File: src/rtl/mem_bus_arbiter_pkg.sv
// Shared types and default address map for the two-master memory bus arbiter.
package mem_bus_arbiter_pkg;

    typedef enum logic [1:0] {
        IDLE   = 2'd0,
        ACCESS = 2'd1,
        RESP   = 2'd2
    } arb_state_t;

    typedef enum logic [1:0] {
        SEL_BRAM = 2'd0,
        SEL_GPIO = 2'd1,
        SEL_NONE = 2'd2
    } slave_sel_t;

    localparam logic [31:0] DEF_BRAM_BASE = 32'h0000_0000;
    localparam logic [31:0] DEF_BRAM_TOP  = 32'h0000_07FF;
    localparam logic [31:0] DEF_GPIO_BASE = 32'hFFFF_FFF0;
    localparam logic [31:0] DEF_GPIO_TOP  = 32'hFFFF_FFF3;

    // Inclusive base..top test done as one unsigned compare (assumes top >= base).
    function automatic logic in_range(input logic [31:0] addr,
                                      input logic [31:0] base,
                                      input logic [31:0] top);
        return (addr - base) <= (top - base);
    endfunction

endpackage

File: src/rtl/mem_bus_arbiter_addr_decode.sv
// Purely combinational address decoder: maps a byte address onto BRAM, GPIO or NONE.
module mem_addr_decode
    import mem_bus_arbiter_pkg::*;
#(
    parameter logic [31:0] BRAM_BASE = DEF_BRAM_BASE,
    parameter logic [31:0] BRAM_TOP  = DEF_BRAM_TOP,
    parameter logic [31:0] GPIO_BASE = DEF_GPIO_BASE,
    parameter logic [31:0] GPIO_TOP  = DEF_GPIO_TOP
) (
    input  logic [31:0] addr,
    output slave_sel_t  sel
);

    always_comb begin
        sel = SEL_NONE;
        if (in_range(addr, BRAM_BASE, BRAM_TOP)) begin
            sel = SEL_BRAM;
        end else if (in_range(addr, GPIO_BASE, GPIO_TOP)) begin
            sel = SEL_GPIO;
        end
    end

endmodule

File: src/rtl/mem_bus_arbiter.sv
// Round-robin arbiter giving a CPU (master 0) and a loader/debug port (master 1)
// fixed-latency access to a shared BRAM/GPIO slave bus.
module mem_bus_arbiter
    import mem_bus_arbiter_pkg::*;
#(
    parameter logic [31:0] BRAM_BASE = DEF_BRAM_BASE,
    parameter logic [31:0] BRAM_TOP  = DEF_BRAM_TOP,
    parameter logic [31:0] GPIO_BASE = DEF_GPIO_BASE,
    parameter logic [31:0] GPIO_TOP  = DEF_GPIO_TOP
) (
    input  logic             clk,
    input  logic             reset,
    input  logic [1:0]       m_req,
    input  logic [1:0][31:0] m_addr,
    input  logic [1:0][31:0] m_wdata,
    input  logic [1:0]       m_we,
    input  logic [1:0][3:0]  m_mask,
    output logic [1:0]       m_gnt,
    output logic [1:0]       m_rvalid,
    output logic [31:0]      m_rdata,
    output logic             m_err,
    output logic [31:0]      memAddress,
    output logic [31:0]      memWriteData,
    output logic [3:0]       byteMask,
    output logic             memWrite,
    input  logic [31:0]      bramReadData,
    input  logic [31:0]      gpioReadData,
    output logic [1:0]       dbg_state
);

    // Handshake: a master raises m_req with stable fields and holds them until a
    // one-cycle m_gnt pulse; exactly two cycles after m_gnt, m_rvalid pulses with
    // m_rdata/m_err. m_req may drop any time after m_gnt without effect.

    arb_state_t state;
    logic       rr_ptr;
    logic       cur;
    logic       lat_we;
    slave_sel_t sel_q;
    logic       winner;
    slave_sel_t win_sel;
    logic [31:0] resp_rdata;

    assign winner    = (m_req == 2'b11) ? rr_ptr : m_req[1];
    assign dbg_state = state;

    mem_addr_decode #(
        .BRAM_BASE(BRAM_BASE),
        .BRAM_TOP (BRAM_TOP),
        .GPIO_BASE(GPIO_BASE),
        .GPIO_TOP (GPIO_TOP)
    ) u_decode (
        .addr(m_addr[winner]),
        .sel (win_sel)
    );

    // Slave data is sampled in RESP, one cycle after the address went out.
    always_comb begin
        resp_rdata = '0;
        if (!lat_we) begin
            case (sel_q)
                SEL_BRAM: resp_rdata = bramReadData;
                SEL_GPIO: resp_rdata = gpioReadData;
                default:  resp_rdata = '0;
            endcase
        end
    end

    always_ff @(posedge clk or posedge reset) begin
        if (reset) begin
            state        <= IDLE;
            rr_ptr       <= 1'b0;
            cur          <= 1'b0;
            lat_we       <= 1'b0;
            sel_q        <= SEL_NONE;
            m_gnt        <= 2'b00;
            m_rvalid     <= 2'b00;
            m_err        <= 1'b0;
            m_rdata      <= '0;
            memWrite     <= 1'b0;
            memAddress   <= '0;
            memWriteData <= '0;
            byteMask     <= 4'b0000;
        end else begin
            m_gnt    <= 2'b00;
            m_rvalid <= 2'b00;
            m_err    <= 1'b0;
            memWrite <= 1'b0;
            case (state)
                IDLE: begin
                    if (|m_req) begin
                        m_gnt        <= winner ? 2'b10 : 2'b01;
                        cur          <= winner;
                        rr_ptr       <= ~winner;
                        memAddress   <= m_addr[winner];
                        memWriteData <= m_wdata[winner];
                        byteMask     <= m_mask[winner];
                        lat_we       <= m_we[winner];
                        sel_q        <= win_sel;
                        memWrite     <= m_we[winner] && (win_sel != SEL_NONE);
                        state        <= ACCESS;
                    end
                end
                ACCESS: begin
                    state <= RESP;
                end
                RESP: begin
                    m_rvalid <= cur ? 2'b10 : 2'b01;
                    m_err    <= (sel_q == SEL_NONE);
                    m_rdata  <= resp_rdata;
                    state    <= IDLE;
                end
                default: begin
                    state <= IDLE;
                end
            endcase
        end
    end

endmodule

File: config.mk
export PLATFORM = sky130hd
export DESIGN_NAME = mem_bus_arbiter
export DESIGN_NICKNAME = d
export VERILOG_FILES = /design/src/rtl/mem_bus_arbiter_pkg.sv /design/src/rtl/mem_bus_arbiter_addr_decode.sv /design/src/rtl/mem_bus_arbiter.sv
export SDC_FILE = /design/constraint.sdc
export NUM_CORES = 1
export LEC_CHECK = 0
export BUFFER_PORTS_ARGS = -buffer_cell sky130_fd_sc_hd__clkbuf_2
export CAP_MARGIN = 0
export CORE_MARGIN = 2
export CORE_UTILIZATION = 42
export CTS_CLUSTER_SIZE = 25
export DETAILED_ROUTE_END_ITERATION = 8
export HOLD_SLACK_MARGIN = 0.08
export PLACE_DENSITY = 0.86
export SLEW_MARGIN = 5
export SYNTH_ARGS = -nofsm -noshare
export SYNTH_HDL_FRONTEND = slang
export SYNTH_HIERARCHICAL = 1
export SYNTH_SLANG_ARGS = --single-unit
File: constraint.sdc
create_clock -name clk -period 4.2 [get_ports clk]
set_input_delay 1.05 -clock clk [delete_from_list [all_inputs] [get_ports clk]]
set_output_delay 1.05 -clock clk [all_outputs]
set_load 0.02 [all_outputs]
After elaboration in Yosys (flattened, before gate mapping)
Index checks and enable logic that the tools add are counted.

storage, ports and cells
  logic and storage cells = 53
  register bits after elaboration = 113

operators by class
  add/subtract/negate cells = 1
  reduce and logical (&&, ||, !) cells = 5
  $lt $le $gt $ge = 3
  equal/unequal tests = 7
  bitwise operators = 1
  mux-type cells = 23

operator list
  operator                count
  $mux 32                 5
  $pmux 32 s2             1
  $le 32x11->1 const B    1
  $le 32x2->1 const B     1
  $sub 32x32->32 const B  1
  $mux 2                  8
  $mux 4                  2
  $eq 2x2->1 const B      3
  $mux 1                  6
  $eq 2x1->1 const B      2
  $logic_not 2->1         2
  $ne 2x2->1 const B      2
  $pmux 2 s2              1
  $lt 1x2->1 const B      1
  $reduce_and 2->1        1
  $reduce_or 2->1         1
  $logic_and 1x1->1       1
  $not 1->1               1

Longest topological paths before layout
  word-level depth = 12
  gate-level depth with buffers = 12

Hierarchy
The synthesis kept the hierarchy.

modules (own cells, without submodules)
  module           cells an instance  area each (um^2)  times used
  mem_bus_arbiter  608                5840.6            1
  mem_addr_decode  42                 246.5             1

Worst setup path after synthesis
OpenSTA, ideal clock, no wires.

  path kind = input -> register
  start = input port m_req[0]
  end = register sel_q[1]
  stages on the path = 11
  required time = 4.118 ns
  path buffers = 2
  setup slack = 0.956 ns
  data arrival time = 3.162 ns
  path through = nand2b_1 -> buf_2 -> clkbuf_1 -> nand3_1 -> nand2_1 -> nand4_1 -> or3_1 -> or4_1 -> nand3_1 -> a21oi_1 -> mux2_2

on the way
  cells in the longest elaborated chain, start to end = 8
  elaborated cells on any way between the ends = 11
  those cells by class = 1 x add/sub; 2 x order compare; 1 x eq/ne; 5 x mux; 2 x reduce/logical

ends and longest elaborated chain
  what                                             line                               RTL
  from (decl)                                      mem_bus_arbiter.sv:13              input logic [1:0] m_req,
  $eq 2x2->1 (*)                                   mem_bus_arbiter.sv:44              assign winner = (m_req == 2'b11) ? rr_ptr : m_req[1];
  $mux 1 (*)                                       mem_bus_arbiter.sv:44
  $mux 32 (implied by the code) (*) (2 in series)  mem_bus_arbiter.sv:53              .addr(m_addr[winner]),
  $sub 32x32->32                                   mem_bus_arbiter_pkg.sv:25          return (addr - base) <= (top - base);
  $le 32x2->1                                      mem_bus_arbiter_pkg.sv:25
  $mux 2                                           mem_bus_arbiter_addr_decode.sv:18  end else if (in_range(addr, GPIO_BASE, GPIO_TOP)) begin
  $mux 2 (*)                                       mem_bus_arbiter_addr_decode.sv:16  if (in_range(addr, BRAM_BASE, BRAM_TOP)) begin
  net win_sel[1]                                   mem_bus_arbiter.sv:41              slave_sel_t win_sel;
  to (signal assigned)                             mem_bus_arbiter.sv:99              sel_q <= win_sel;
  to (decl)                                        mem_bus_arbiter.sv:39              slave_sel_t sel_q;

The timed path passes the listed nets; every way through them passes the cells marked *. The select of a mux whose other input is x is not followed.
A chain may end at the register's enable or synchronous reset.

Final worst setup path
  start = input port m_req[1]
  end = register sel_q[1]

on the way
  cells in the longest elaborated chain, start to end = 8
  elaborated cells on any way between the ends = 11
  those cells by class = 1 x add/sub; 2 x order compare; 1 x eq/ne; 5 x mux; 2 x reduce/logical

ends and longest elaborated chain
  what                                             line
  $eq 2x2->1                                       mem_bus_arbiter.sv:44
  $mux 1 (*)                                       mem_bus_arbiter.sv:44
  $mux 32 (implied by the code) (*) (2 in series)  mem_bus_arbiter.sv:53
  $sub 32x32->32                                   mem_bus_arbiter_pkg.sv:25
  $le 32x2->1                                      mem_bus_arbiter_pkg.sv:25
  $mux 2                                           mem_bus_arbiter_addr_decode.sv:18
  $mux 2 (*)                                       mem_bus_arbiter_addr_decode.sv:16
  net win_sel[1]                                   mem_bus_arbiter.sv:41

Marked as above.

==> impl_metrics.py <==
metrics = {
    "status": {
        "status": "complete, no violations",
    },
    "synthesis": {
        "syn_area_um2": 6070,
        "syn_nets": 852,
        "ys_warn_count": 6,
        "synth_cells": 646,
        "avgSynthCellArea_um2": 9.396,
    },
    "sta": {
        "finalHoldViolations": 0,
        "slew_headroom_pct": 34.23,
        "setup_viol": 0,
        "min_period_ps": 3449,
        "rsz0062_at_grt": "no",
        "worst_pin_slew_ps": 986.5,
        "fin_skew_ps": 8.862,
        "fmax_ghz": 0.2900,
        "finalCritPeriodShare_pct": 82.11,
        "finalSetupTns_ps": 0,
        "maxSlewViolCount": 0,
    },
    "hold_path": {
        "hold_depth": 2,
        "min-delay-start": "m_rdata[28]",
        "holdPathEnd": "m_rdata[28]",
        "hold_class": "flop to flop",
    },
    "pwr": {
        "comb_power_share_pct": 42.6,
        "ir_drop_mv": 0.4276,
        "swShare_pct": 40.46,
        "clkPwrFrac_pct": 26.0,
        "p_leak_nw": 4.064,
        "power.internal_mw": 3.203,
        "switchingPower_mw": 2.177,
        "p_seq_share_pct": 31.4,
        "power_density_nw_per_um2": 651.5,
    },
    "flow_run": {
        "drv_cap": 0,
    },
    "drt": {
        "via_count": 6447,
        "detail_route.wl_per_cell_um": 17.93,
        "routed_wl_um": 20030,
        "highest_layer": "met4",
        "wl_met3_um": 1898,
        "drt_pass1_iterations": 6,
        "wl_met1_um": 7771,
        "postRouteAntennaNets": 0,
        "drt-initial-drc-count": 473,
        "dr_wl_met2_um": 9765,
        "avgViaCountPerCell": 5.772,
        "drc": 0,
    },
    "floorplan": {
        "row_count": 43,
        "dieWidth_um": 124.2,
        "io_pins": 314,
        "initial_utilization_pct": 43.39,
        "core_um2": 13990,
        "die_h_um": 124.2,
        "dieArea_um2": 15430,
    },
    "cts": {
        "cts_buffers": 17,
        "clk_latency_ps": 400,
        "clk_pin_slew_ps": 50,
        "clk_path_buf_depth": 2,
        "post_cts_buffers": 0,
        "ctsResizeCount": 0,
        "cts-root-buf": "clkbuf_16",
        "h-tree-depth": 4,
        "clock_sinks": 113,
        "postCtsHoldBufs": 0,
        "cts_tree": "yes",
    },
    "setup_path": {
        "cp_cell_sequence": "buf_4, inv_1, o21ai_0, nand2_1, nand4_1, or3_1, or4_1, nand3_1, a21oi_1, mux2_2",
        "cp-end-kind": "flop",
        "reg2regPathDepth": 10,
        "rrSetupSlack_ps": 1270,
        "slowest_delay_ps": 560,
        "worstReg2RegEnd": "sel_q[1]",
        "cp_top_family": "simple AND/OR/NAND/NOR gates",
        "cp.required_ps": 4530,
        "crit_buf_inv": 2,
        "crit_path_top_delay_cell": "inv_1",
        "crit_fanout": 26,
        "arrival_ps": 3770,
        "crit_start": "m_req[1]",
        "path_class": "primary input to flop",
        "crit_path_start_kind": "primary input",
        "rr_startpoint": "rr_ptr",
    },
    "final_layout": {
        "synthToLayoutAreaGrowth_pct": 36.05,
        "fin_area_um2": 8258,
        "num_antenna_cells": 0,
        "fillers": 1263,
        "nets": 1132,
        "drive_gt1_share_pct": 42.05,
    },
    "placement": {
        "port-buffer-count": 313,
        "dp_hpwl_um": 14320,
        "dpl_cell_area_um2": 7686,
        "gp_congestion": 0.9490,
    },
    "grt": {
        "antenna_found_initial": 0,
        "grt_max_degree": 79,
        "gr-usage-all-layers_pct": 25.67,
        "grt_pass1_vias": 6279,
        "overflow": 0,
        "grt_pass1_wl_um": 32110,
    },
}
## power groups by stage
stage / combinational [mW] / clock, mW / sequential [mW]
after detailed placement: 2.28 / 0 / 1.69
final: 2.29 / 1.40 / 1.69
after global placement: 2.24 / 0 / 1.70
after CTS: 2.28 / 1.43 / 1.69
after floorplan: 1.13 / 0 / 2.08
after global routing: 2.46 / 1.48 / 1.73
## sequential cells by signal, summed over array words and instances (netlist names), 2 cells and up
register and cells:
memAddress 32, m_rvalid 2, memWriteData 32, sel_q 2, dbg_state 2, m_gnt 2
byteMask 4, m_rdata 32
## how the worst max path moves through the flow
stage	slack, ps	depth (start not counted)	endpoint
final	750	10	sel_q[1]
after CTS	870	10	sel_q[1]
after detailed placement	470	10	sel_q[1]
after global routing	640	10	sel_q[1]
after global placement	570	10	sel_q[1]
after floorplan	160	1	byteMask[0]
## cell usage in the layout, fill, tap and decap left out, types with 3 or more instances in the layout
| master | n |
|---|---|
| a311oi_1 | 32 |
| nor4_1 | 4 |
| a21oi_1 | 3 |
| mux2i_1 | 32 |
| clkbuf_1 | 3 |
| a2bb2oi_1 | 32 |
| or4_1 | 3 |
| nand2_1 | 65 |
| o211ai_1 | 37 |
| nor3_1 | 5 |
| inv_1 | 41 |
| dfrtp_1 | 111 |
| nor2_1 | 5 |
| buf_4 | 13 |
| o21ai_0 | 74 |
| clkbuf_8 | 4 |
| clkbuf_16 | 17 |
| clkinv_2 | 4 |
| nand3_1 | 34 |
| clkbuf_2 | 312 |
| nand4_1 | 45 |
| o21ai_2 | 30 |
## cell type report
type | count | area, µm² | area share, %
Timing Repair Buffer | 326 | 1679 | 20.33
Sequential cell | 113 | 2830 | 34.27
Clock inverter | 6 | 80.08 | 0.9697
Inverter | 43 | 163.9 | 1.985
Tap cell | 180 | 225.2 | 2.727
Multi-Input combinational cell | 425 | 2788 | 33.76
Clock buffer | 24 | 491.7 | 5.955
## worst min-delay path: stages (launching register included)
cell     delay [ps]
dfrtp_1         330
nand2_1          60
o21ai_2          50
## stage by stage
stage	power, mW	worst slack, ps	cells	hold slack (ps)	utilization (%)
floorplan	3.206	164.3	646	426.3	-
global placement	3.942	566.5	1087	458.6	54.95
detailed placement	3.974	468.2	1087	464.0	54.95
CTS	5.398	874.8	1117	475.3	59.03
global route	5.664	639.5	1117	489.7	59.03
finish	5.380	751.3	1117	471.5	59.03
## routing by layer
layer / up-vias / track usage, %
met3: 49 / 6.885
met1: 3004 / 31.62
met2: 430 / 42.69
li1: 2964 / -
met5: - / 0
met4: 0 / 10.64
Power figures use the tool's default switching activity.
